`config.mk`:
```
export PLATFORM = sky130hd
export DESIGN_NAME = iq_comp_settle_fsm
export DESIGN_NICKNAME = d
export VERILOG_FILES = /design/src/rtl/iq_comp_settle_fsm.sv
export SDC_FILE = /design/constraint.sdc
export NUM_CORES = 1
export LEC_CHECK = 0
export CORE_MARGIN = 2
export CORE_UTILIZATION = 39
export DETAILED_ROUTE_END_ITERATION = 6
export GPL_TIMING_DRIVEN = 0
export SKIP_CTS_REPAIR_TIMING = 1
export SYNTH_ARGS = -nofsm -noshare
export SYNTH_HDL_FRONTEND = slang
export SYNTH_SLANG_ARGS = --single-unit
```
`constraint.sdc`:
```
create_clock -name clk -period 4.5 [get_ports clk]
set_clock_uncertainty 0.1 [all_clocks]
set_input_delay 1.125 -clock clk [delete_from_list [all_inputs] [get_ports clk]]
set_output_delay 1.125 -clock clk [all_outputs]
set_load 0.01 [all_outputs]
```
`src/rtl/iq_comp_settle_fsm.sv`:
```
// Settling controller for iq_comp: lets W adapt, waits for Wr/Wj to stay inside a
// tolerance window for a run of cycles, then freezes adaptation and captures W.
module iq_comp_settle_fsm #(
    parameter int W_WIDTH        = 13,
    parameter int CNT_WIDTH      = 16,
    parameter int WARMUP_CYCLES  = 1024,
    parameter int STABLE_CYCLES  = 256,
    parameter int TOL            = 8,
    parameter int TIMEOUT_CYCLES = 65535
) (
    input  logic                      clk,
    input  logic                      RESETn,
    input  logic                      start,
    input  logic                      abort,
    input  logic signed [W_WIDTH-1:0] Wr,
    input  logic signed [W_WIDTH-1:0] Wj,
    output logic                      freeze_iqcomp,
    output logic                      settled,
    output logic                      timeout,
    output logic signed [W_WIDTH-1:0] Wr_hold,
    output logic signed [W_WIDTH-1:0] Wj_hold,
    output logic [1:0]                state
);

    typedef enum logic [1:0] {
        IDLE   = 2'd0,
        WARMUP = 2'd1,
        TRACK  = 2'd2,
        LOCKED = 2'd3
    } state_t;

    localparam logic [CNT_WIDTH-1:0] WARM_LAST   = CNT_WIDTH'(WARMUP_CYCLES - 1);
    localparam logic [CNT_WIDTH-1:0] STABLE_LAST = CNT_WIDTH'(STABLE_CYCLES - 1);
    localparam logic [CNT_WIDTH-1:0] TO_LAST     = CNT_WIDTH'(TIMEOUT_CYCLES - 1);
    localparam logic [CNT_WIDTH-1:0] CNT_MAX     = '1;
    localparam logic [CNT_WIDTH-1:0] CNT_ONE     = CNT_WIDTH'(1);
    localparam logic [W_WIDTH:0]     TOL_W       = (W_WIDTH+1)'(TOL);

    // The difference is taken one bit wider than W so full-scale swings cannot wrap.
    function automatic logic within_tol(input logic [W_WIDTH-1:0] cur,
                                        input logic [W_WIDTH-1:0] ref_v);
        logic [W_WIDTH:0] diff;
        logic [W_WIDTH:0] mag;
        diff = {cur[W_WIDTH-1], cur} - {ref_v[W_WIDTH-1], ref_v};
        mag  = diff[W_WIDTH] ? (~diff + {{W_WIDTH{1'b0}}, 1'b1}) : diff;
        return (mag <= TOL_W);
    endfunction

    state_t                     state_r, state_s;
    logic                       freeze_r, freeze_s;
    logic                       settled_r, settled_s;
    logic                       timeout_r, timeout_s;
    logic        [CNT_WIDTH-1:0] warm_cnt_r, warm_cnt_s;
    logic        [CNT_WIDTH-1:0] stable_cnt_r, stable_cnt_s;
    logic        [CNT_WIDTH-1:0] tot_cnt_r, tot_cnt_s;
    logic signed [W_WIDTH-1:0]  ref_r_r, ref_r_s;
    logic signed [W_WIDTH-1:0]  ref_j_r, ref_j_s;
    logic signed [W_WIDTH-1:0]  wr_hold_r, wr_hold_s;
    logic signed [W_WIDTH-1:0]  wj_hold_r, wj_hold_s;
    logic                       in_tol_s;
    logic                       to_hit_s;
    logic        [CNT_WIDTH-1:0] tot_inc_s;

    // Tolerance check, timeout condition and saturating total-cycle increment.
    always_comb begin
        in_tol_s  = within_tol(Wr, ref_r_r) && within_tol(Wj, ref_j_r);
        to_hit_s  = (tot_cnt_r == TO_LAST);
        if (tot_cnt_r == CNT_MAX) begin
            tot_inc_s = tot_cnt_r;
        end else begin
            tot_inc_s = tot_cnt_r + CNT_ONE;
        end
    end

    // Next-state and next-register logic; priority abort > start > lock > timeout > advance.
    always_comb begin
        state_s      = state_r;
        settled_s    = settled_r;
        timeout_s    = timeout_r;
        warm_cnt_s   = warm_cnt_r;
        stable_cnt_s = stable_cnt_r;
        tot_cnt_s    = tot_cnt_r;
        ref_r_s      = ref_r_r;
        ref_j_s      = ref_j_r;
        wr_hold_s    = wr_hold_r;
        wj_hold_s    = wj_hold_r;
        if (abort) begin
            state_s   = IDLE;
            settled_s = 1'b0;
            timeout_s = 1'b0;
        end else begin
            case (state_r)
                IDLE, LOCKED: begin
                    if (start) begin
                        state_s      = WARMUP;
                        warm_cnt_s   = '0;
                        stable_cnt_s = '0;
                        tot_cnt_s    = '0;
                        settled_s    = 1'b0;
                        timeout_s    = 1'b0;
                    end else begin
                        state_s = state_r;
                    end
                end
                WARMUP: begin
                    tot_cnt_s = tot_inc_s;
                    if (to_hit_s) begin
                        state_s   = LOCKED;
                        wr_hold_s = Wr;
                        wj_hold_s = Wj;
                        timeout_s = 1'b1;
                        settled_s = 1'b0;
                    end else if (warm_cnt_r == WARM_LAST) begin
                        state_s      = TRACK;
                        ref_r_s      = Wr;
                        ref_j_s      = Wj;
                        stable_cnt_s = '0;
                    end else begin
                        warm_cnt_s = warm_cnt_r + CNT_ONE;
                    end
                end
                TRACK: begin
                    tot_cnt_s = tot_inc_s;
                    if (in_tol_s && (stable_cnt_r == STABLE_LAST)) begin
                        state_s   = LOCKED;
                        wr_hold_s = Wr;
                        wj_hold_s = Wj;
                        settled_s = 1'b1;
                        timeout_s = 1'b0;
                    end else begin
                        if (in_tol_s) begin
                            stable_cnt_s = stable_cnt_r + CNT_ONE;
                        end else begin
                            ref_r_s      = Wr;
                            ref_j_s      = Wj;
                            stable_cnt_s = '0;
                        end
                        if (to_hit_s) begin
                            state_s   = LOCKED;
                            wr_hold_s = Wr;
                            wj_hold_s = Wj;
                            timeout_s = 1'b1;
                            settled_s = 1'b0;
                        end else begin
                            state_s = TRACK;
                        end
                    end
                end
                default: begin
                    state_s = IDLE;
                end
            endcase
        end
        freeze_s = (state_s == IDLE) || (state_s == LOCKED);
    end

    // State and datapath registers with synchronous active-low reset.
    always_ff @(posedge clk) begin
        if (!RESETn) begin
            state_r      <= IDLE;
            freeze_r     <= 1'b1;
            settled_r    <= 1'b0;
            timeout_r    <= 1'b0;
            warm_cnt_r   <= '0;
            stable_cnt_r <= '0;
            tot_cnt_r    <= '0;
            ref_r_r      <= '0;
            ref_j_r      <= '0;
            wr_hold_r    <= '0;
            wj_hold_r    <= '0;
        end else begin
            state_r      <= state_s;
            freeze_r     <= freeze_s;
            settled_r    <= settled_s;
            timeout_r    <= timeout_s;
            warm_cnt_r   <= warm_cnt_s;
            stable_cnt_r <= stable_cnt_s;
            tot_cnt_r    <= tot_cnt_s;
            ref_r_r      <= ref_r_s;
            ref_j_r      <= ref_j_s;
            wr_hold_r    <= wr_hold_s;
            wj_hold_r    <= wj_hold_s;
        end
    end

    assign freeze_iqcomp = freeze_r;
    assign settled       = settled_r;
    assign timeout       = timeout_r;
    assign Wr_hold       = wr_hold_r;
    assign Wj_hold       = wj_hold_r;
    assign state         = state_r;

endmodule

```
==> impl_metrics.ini, run 1 <==
[logic_synthesis]
synthCells = 862
synth_seq_area_share = 0.302
async_reset_ff_frac = 0
netlist_area_um2 = 6960
synth.most_common_cell = nand2_1
synth_top_cell_by_area = dfxtp_1
yosysWarnings = 0
synth-edff-count = 0
synthTopCellsByArea = dfxtp_1 30%, mux2i_1 7.9%, nand2_1 6.1%
syn-num-nets = 927
syn_area_per_cell_um2 = 8.07
synthTopCellsByCount = 113 x nand2_1, 105 x dfxtp_1, 88 x nor2_1
synth.distinct_cells = 84
yosysTopAreaCellShare = 0.302
ys_ff_latch = 105
synth-main-ff-cell = dfxtp_1

[critical_path]
r2r_slack_ps = 220
r2r_cells = 17
crit_type = in2reg
startpoint = Wr[0]
worst-endpoint-required_ps = 4690
timing.rr.end = Wj_hold[9]$_SDFFE_PN0P_
crit_end = Wj_hold[9]$_SDFFE_PN0P_
reg2reg_from = ref_r_r[0]$_SDFFE_PN0P_
cp-start-kind = primary input
crit_path_max_fanout = 6
crit_path_end_kind = flip-flop
critPathArrivalTime_ps = 5010

[final_layout]
n_antenna_cell = 0
drive_gt1_frac = 0.174
area_growth_syn_to_layout_pct = 31.8
layout.nets = 1022

[route]
vias_per_cell = 5.36
routed_wl_mm = 18.0
antenna_left = 0
wire_per_inst_um = 15.1
drc = 0
vias = 6362
first_pass_iters = 6
drt_iter0_markers = 408

[timing]
slew_headroom = 0.433
slew_violations = 0
final.setup.worst_slack_ps = -320
fin_crit_ps = 4820
finalHoldViolCount = 0
fmax_ghz = 0.207
worstMarginPinSlew_ps = 838
period_share = 1.07
fin_tns_setup_ps = -15120
setup_viol_count_final = 72
rsz0062_at_grt = yes
timing.hold.ws_ps = 357

[pwr]
ir_drop_mv = 0.187
powerDensity_nw_per_um2 = 272
finalPower_mw = 2.50
p_leak_nw = 3.30

[place]
place.gp.congestion = 0.847
port_buffers = 58
dp_hpwl_mm = 12.2

[clock_tree]
clock_path_buffers = 2
clk_pin_slew_ps = 70
cts.sinks = 105
cts_buffers = 9
tritoncts = built
htree_levels = 3
clock-root-buffer = clkbuf_16
clkLatencyLatePin_ps = 360

[grt]
grt-ovfl-total = 0
grt_max_degree = 18
groute.usage.overall = 0.180
grt_pass1_wl_mm = 27.2
antenna_found_initial = 0
first_global_vias = 5500

[floorplanning]
io_pins = 61
fp.dieW_um = 138
die-area_um2 = 18900
die_h_um = 138
core-area_um2 = 17400
start_util = 0.401
rows = 48

[outcome]
status = finished with violations
violations = negative setup slack

[run]
drv_cap = 0

[worst_hold_path]
min_path_type = reg2reg
==> where the power goes <==
group / internal [mW] / switching, mW / leakage, nW
clock network: 0.547 / 0.375 / 0.159
registers: 0.941 / 0.00733 / 0.847
logic: 0.271 / 0.355 / 2.29
==> placed cells by master, fill, tap and decap left out, types with 6 or more instances in the layout <==
cell type,n
nor4_1,7
ha_4,8
nand4_1,8
mux2i_1,53
xor2_1,17
nand3b_1,9
buf_12,7
o21ai_0,25
or3_1,12
a21oi_4,6
ha_1,24
clkbuf_16,14
dfxtp_1,105
a21oi_1,44
inv_1,41
nor2_1,86
and2_1,13
nand3_1,31
and3_1,17
clkbuf_1,17
o21a_1,6
a211oi_1,6
nand2_1,111
xnor2_1,17
or2_2,6
buf_4,15
dlymetal6s2s_1,13
clkdlybuf4s50_1,42
a31oi_1,11
buf_6,15
nor3_1,18
==> logic make-up after synthesis <==
kind of cell             count (synthesis)  share of synthesized area
AO/OA/AOI/OAI                          175                      0.176
XOR/XNOR                                41                     0.0516
adder cells (fa/ha/maj)                 35                     0.0651
buffers and inverters                   86                     0.0679
flip-flops                             105                      0.302
multiplexers                            57                     0.0823
AND/OR/NAND/NOR                        363                      0.255
==> metal layers <==
metal / routed length, um / global-route usage / vias up
met1: 8910 / 0.258 / 2968
met4: 126 / 0.0326 / 0
met2: 8080 / 0.275 / 119
met5: 0 / 0 / -
met3: 845 / 0.0456 / 10
li1: - / - / 3265
==> flip-flops by register name (all words and copies together), names as in the netlist <==
register / cells
stable_cnt_r: 16
tot_cnt_r: 16
warm_cnt_r: 16
Wj_hold: 13
Wr_hold: 13
ref_j_r: 13
ref_r_r: 13
state: 2
freeze_iqcomp: 1
settled: 1
timeout: 1
==> through the flow <==
stage                      util  std cells  worst slack, ps  instance area, um^2
after floorplan               -        862            -98.5                 7040
after global placement    0.456       1145            -1200                 7910
after detailed placement  0.456       1145            -1230                 7910
after CTS                 0.475       1161             -866                 8250
after global routing      0.528       1187             -465                 9170
final                     0.528       1187             -320                 9170
==> worst min-delay path by stage <==
stage                               from                         to  slack, ps  depth (start not counted)
6_report         Wj_hold[5]$_SDFFE_PN0P_    Wj_hold[5]$_SDFFE_PN0P_        360                          2
2_1_floorplan  tot_cnt_r[5]$_SDFFE_PN0P_  tot_cnt_r[5]$_SDFFE_PN0P_        350                          2
5_1_grt          Wr_hold[8]$_SDFFE_PN0P_    Wr_hold[8]$_SDFFE_PN0P_        370                          2
3_5_place_dp     Wr_hold[6]$_SDFFE_PN0P_    Wr_hold[6]$_SDFFE_PN0P_        340                          2
4_1_cts          Wj_hold[3]$_SDFFE_PN0P_    Wj_hold[3]$_SDFFE_PN0P_        360                          2
3_3_place_gp     Wj_hold[5]$_SDFFE_PN0P_    Wj_hold[5]$_SDFFE_PN0P_        340                          2
==> worst max-delay path, cell delays in order <==
cell	delay (ps)
buf_12	110
inv_12	40
ha_4	140
inv_2	40
fa_2	380
a21o_4	260
a221oi_4	290
a211oi_2	130
xnor2_2	190
or4b_4	520
o41ai_4	370
xnor2_2	130
nor4_4	370
and2_4	210
buf_6	100
a21o_4	120
buf_12	140
clkbuf_16	160
mux2i_1	170
==> layout make-up <==
class	instances	area, um^2
multi-input cells	671	4960
clock buffers	10	229
fillers	1639	8180
plain buffers	41	360
inverters	45	181
flip-flops and latches	105	2100
repair buffers	84	942
clock inverters	6	114
well taps	225	282
(Power assumes the default switching activity.)
==> run 2: changes to the inputs <==
SKIP_LAST_GASP = 1   (was default)
==> impl_metrics.ini, run 2 (synthesis gave the netlist of run 1 again) <==
[clock_tree]
clock-root-buffer = clkbuf_16
clkLatencyLatePin_ps = 360
clk_pin_slew_ps = 70
tritoncts = built
htree_levels = 3
cts.sinks = 105
cts_buffers = 9
clock_path_buffers = 2

[floorplanning]
io_pins = 61
rows = 48
die-area_um2 = 18900
die_h_um = 138
start_util = 0.401
fp.dieW_um = 138
core-area_um2 = 17400

[grt]
met2_usage = 0.275
grt_pass1_wl_mm = 27.2
first_global_vias = 5500
grt-ovfl-total = 0
grt_max_degree = 18
gr-max-usage-layer = met2
met3_usage = 0.0456
groute.usage.overall = 0.180
gr-usage-met1 = 0.258
antenna_found_initial = 0

[place]
dp_cells = 1145
detailedPlace.worstSlack_ps = -1230
port_buffers = 58
dp_hpwl_mm = 12.2
place_area_um2 = 7910
place.gp.congestion = 0.847

[timing]
fmax_ghz = 0.207
slew_headroom = 0.433
final.setup.worst_slack_ps = -324
fin_crit_ps = 4820
period_share = 1.07
worstMarginPinSlew_ps = 838
slew_violations = 0
setup_viol_count_final = 72
timing.hold.ws_ps = 357
fin_tns_setup_ps = -15430
finalHoldViolCount = 0
rsz0062_at_grt = yes

[critical_path]
crit_type = in2reg
worst-endpoint-required_ps = 4690
crit_path_end_kind = flip-flop
r2r_cells = 17
cp-start-kind = primary input
critPathArrivalTime_ps = 5010
crit_path_max_fanout = 6

[route]
first_pass_iters = 4
drc = 0
antenna_left = 0
routed_wl_mm = 18.0
vias = 6337
drt_iter0_markers = 406
vias_per_cell = 5.34
wire_per_inst_um = 15.1

[pwr]
pwr-share-clk = 0.370
netSwitchingPower_uw = 740
pwr-share-seq = 0.379
ir_drop_mv = 0.190
p_int_mw = 1.76
p_leak_nw = 3.30
swShare = 0.296
powerDensity_nw_per_um2 = 272
comb_power_share = 0.250

[final_layout]
reg_top3 = stable_cnt_r: 16 flops, tot_cnt_r: 16 flops, warm_cnt_r: 16 flops
final_cell_area_um2 = 9170
most-common-layout-cells = 111 x nand2_1, 105 x dfxtp_1, 86 x nor2_1, 54 x mux2i_1, 44 x a21oi_1
n_antenna_cell = 0
layout_commonest_cell = nand2_1
layoutNonFillerInstCount = 1187
drive_gt1_frac = 0.173
area_growth_syn_to_layout_pct = 31.7
layout.nets = 1022

[outcome]
status = finished with violations
violations = negative setup slack

[worst_hold_path]
min_path_type = reg2reg
whs_path_depth = 2

[run]
drv_cap = 0
-- run 2: cell counts in the layout (fill, tap and decap cells not counted) --
Identical to the previous run, type by type.
-- run 2: power groups by stage --
stage / sequential (mW) / combinational [mW] / clock (mW)
5_1_grt: 0.950 / 0.684 / 0.990
6_report: 0.948 / 0.626 / 0.924
3_3_place_gp: 0.969 / 0.497 / 0
4_1_cts: 0.948 / 0.501 / 0.953
2_1_floorplan: 0.969 / 0.372 / 0
3_5_place_dp: 0.970 / 0.498 / 0
-- run 2: routing by layer --
layer	vias up	part of all wire
li1	3262	-
met5	-	0
met4	0	0.0089
met2	122	0.45
met1	2942	0.50
met3	11	0.044
-- run 2: per-stage QoR --
| step | util | power, mW |
|---|---|---|
| after floorplan | - | 1.34 |
| after global placement | 0.456 | 1.47 |
| after detailed placement | 0.456 | 1.47 |
| after CTS | 0.475 | 2.40 |
| after global routing | 0.528 | 2.62 |
| final | 0.528 | 2.50 |
-- run 2: area by class of cell --
cell class / count / area, um^2
Fill cell: 1640 / 8190
Multi-Input combinational cell: 671 / 4960
Sequential cell: 105 / 2100
Timing Repair Buffer: 84 / 942
Buffer: 41 / 360
Tap cell: 225 / 282
Clock buffer: 10 / 229
Inverter: 45 / 181
Clock inverter: 6 / 114
-- run 2: critical path, cell delays in order --
cell and delay [ps]:
buf_12 110, inv_12 40, ha_4 140, inv_2 40, fa_2 380, a21o_4 260
a221oi_4 290, a211oi_2 130, xnor2_2 190, or4b_4 520, o41ai_4 370, xnor2_2 130
nor4_4 370, and2_4 210, buf_6 100, a21o_4 120, buf_12 140, clkbuf_16 160
mux2i_1 170
-- run 2: path summary, 6_finish.rpt --
kind	endpoint	slack (ps)	start
setup / recovery	Wj_hold[6]$_SDFFE_PN0P_	-320	Wr[0]
hold reg to reg	Wj_hold[5]$_SDFFE_PN0P_	360	Wj_hold[5]$_SDFFE_PN0P_
setup reg to reg	Wj_hold[6]$_SDFFE_PN0P_	210	ref_r_r[0]$_SDFFE_PN0P_
hold / removal	Wj_hold[5]$_SDFFE_PN0P_	360	Wj_hold[5]$_SDFFE_PN0P_
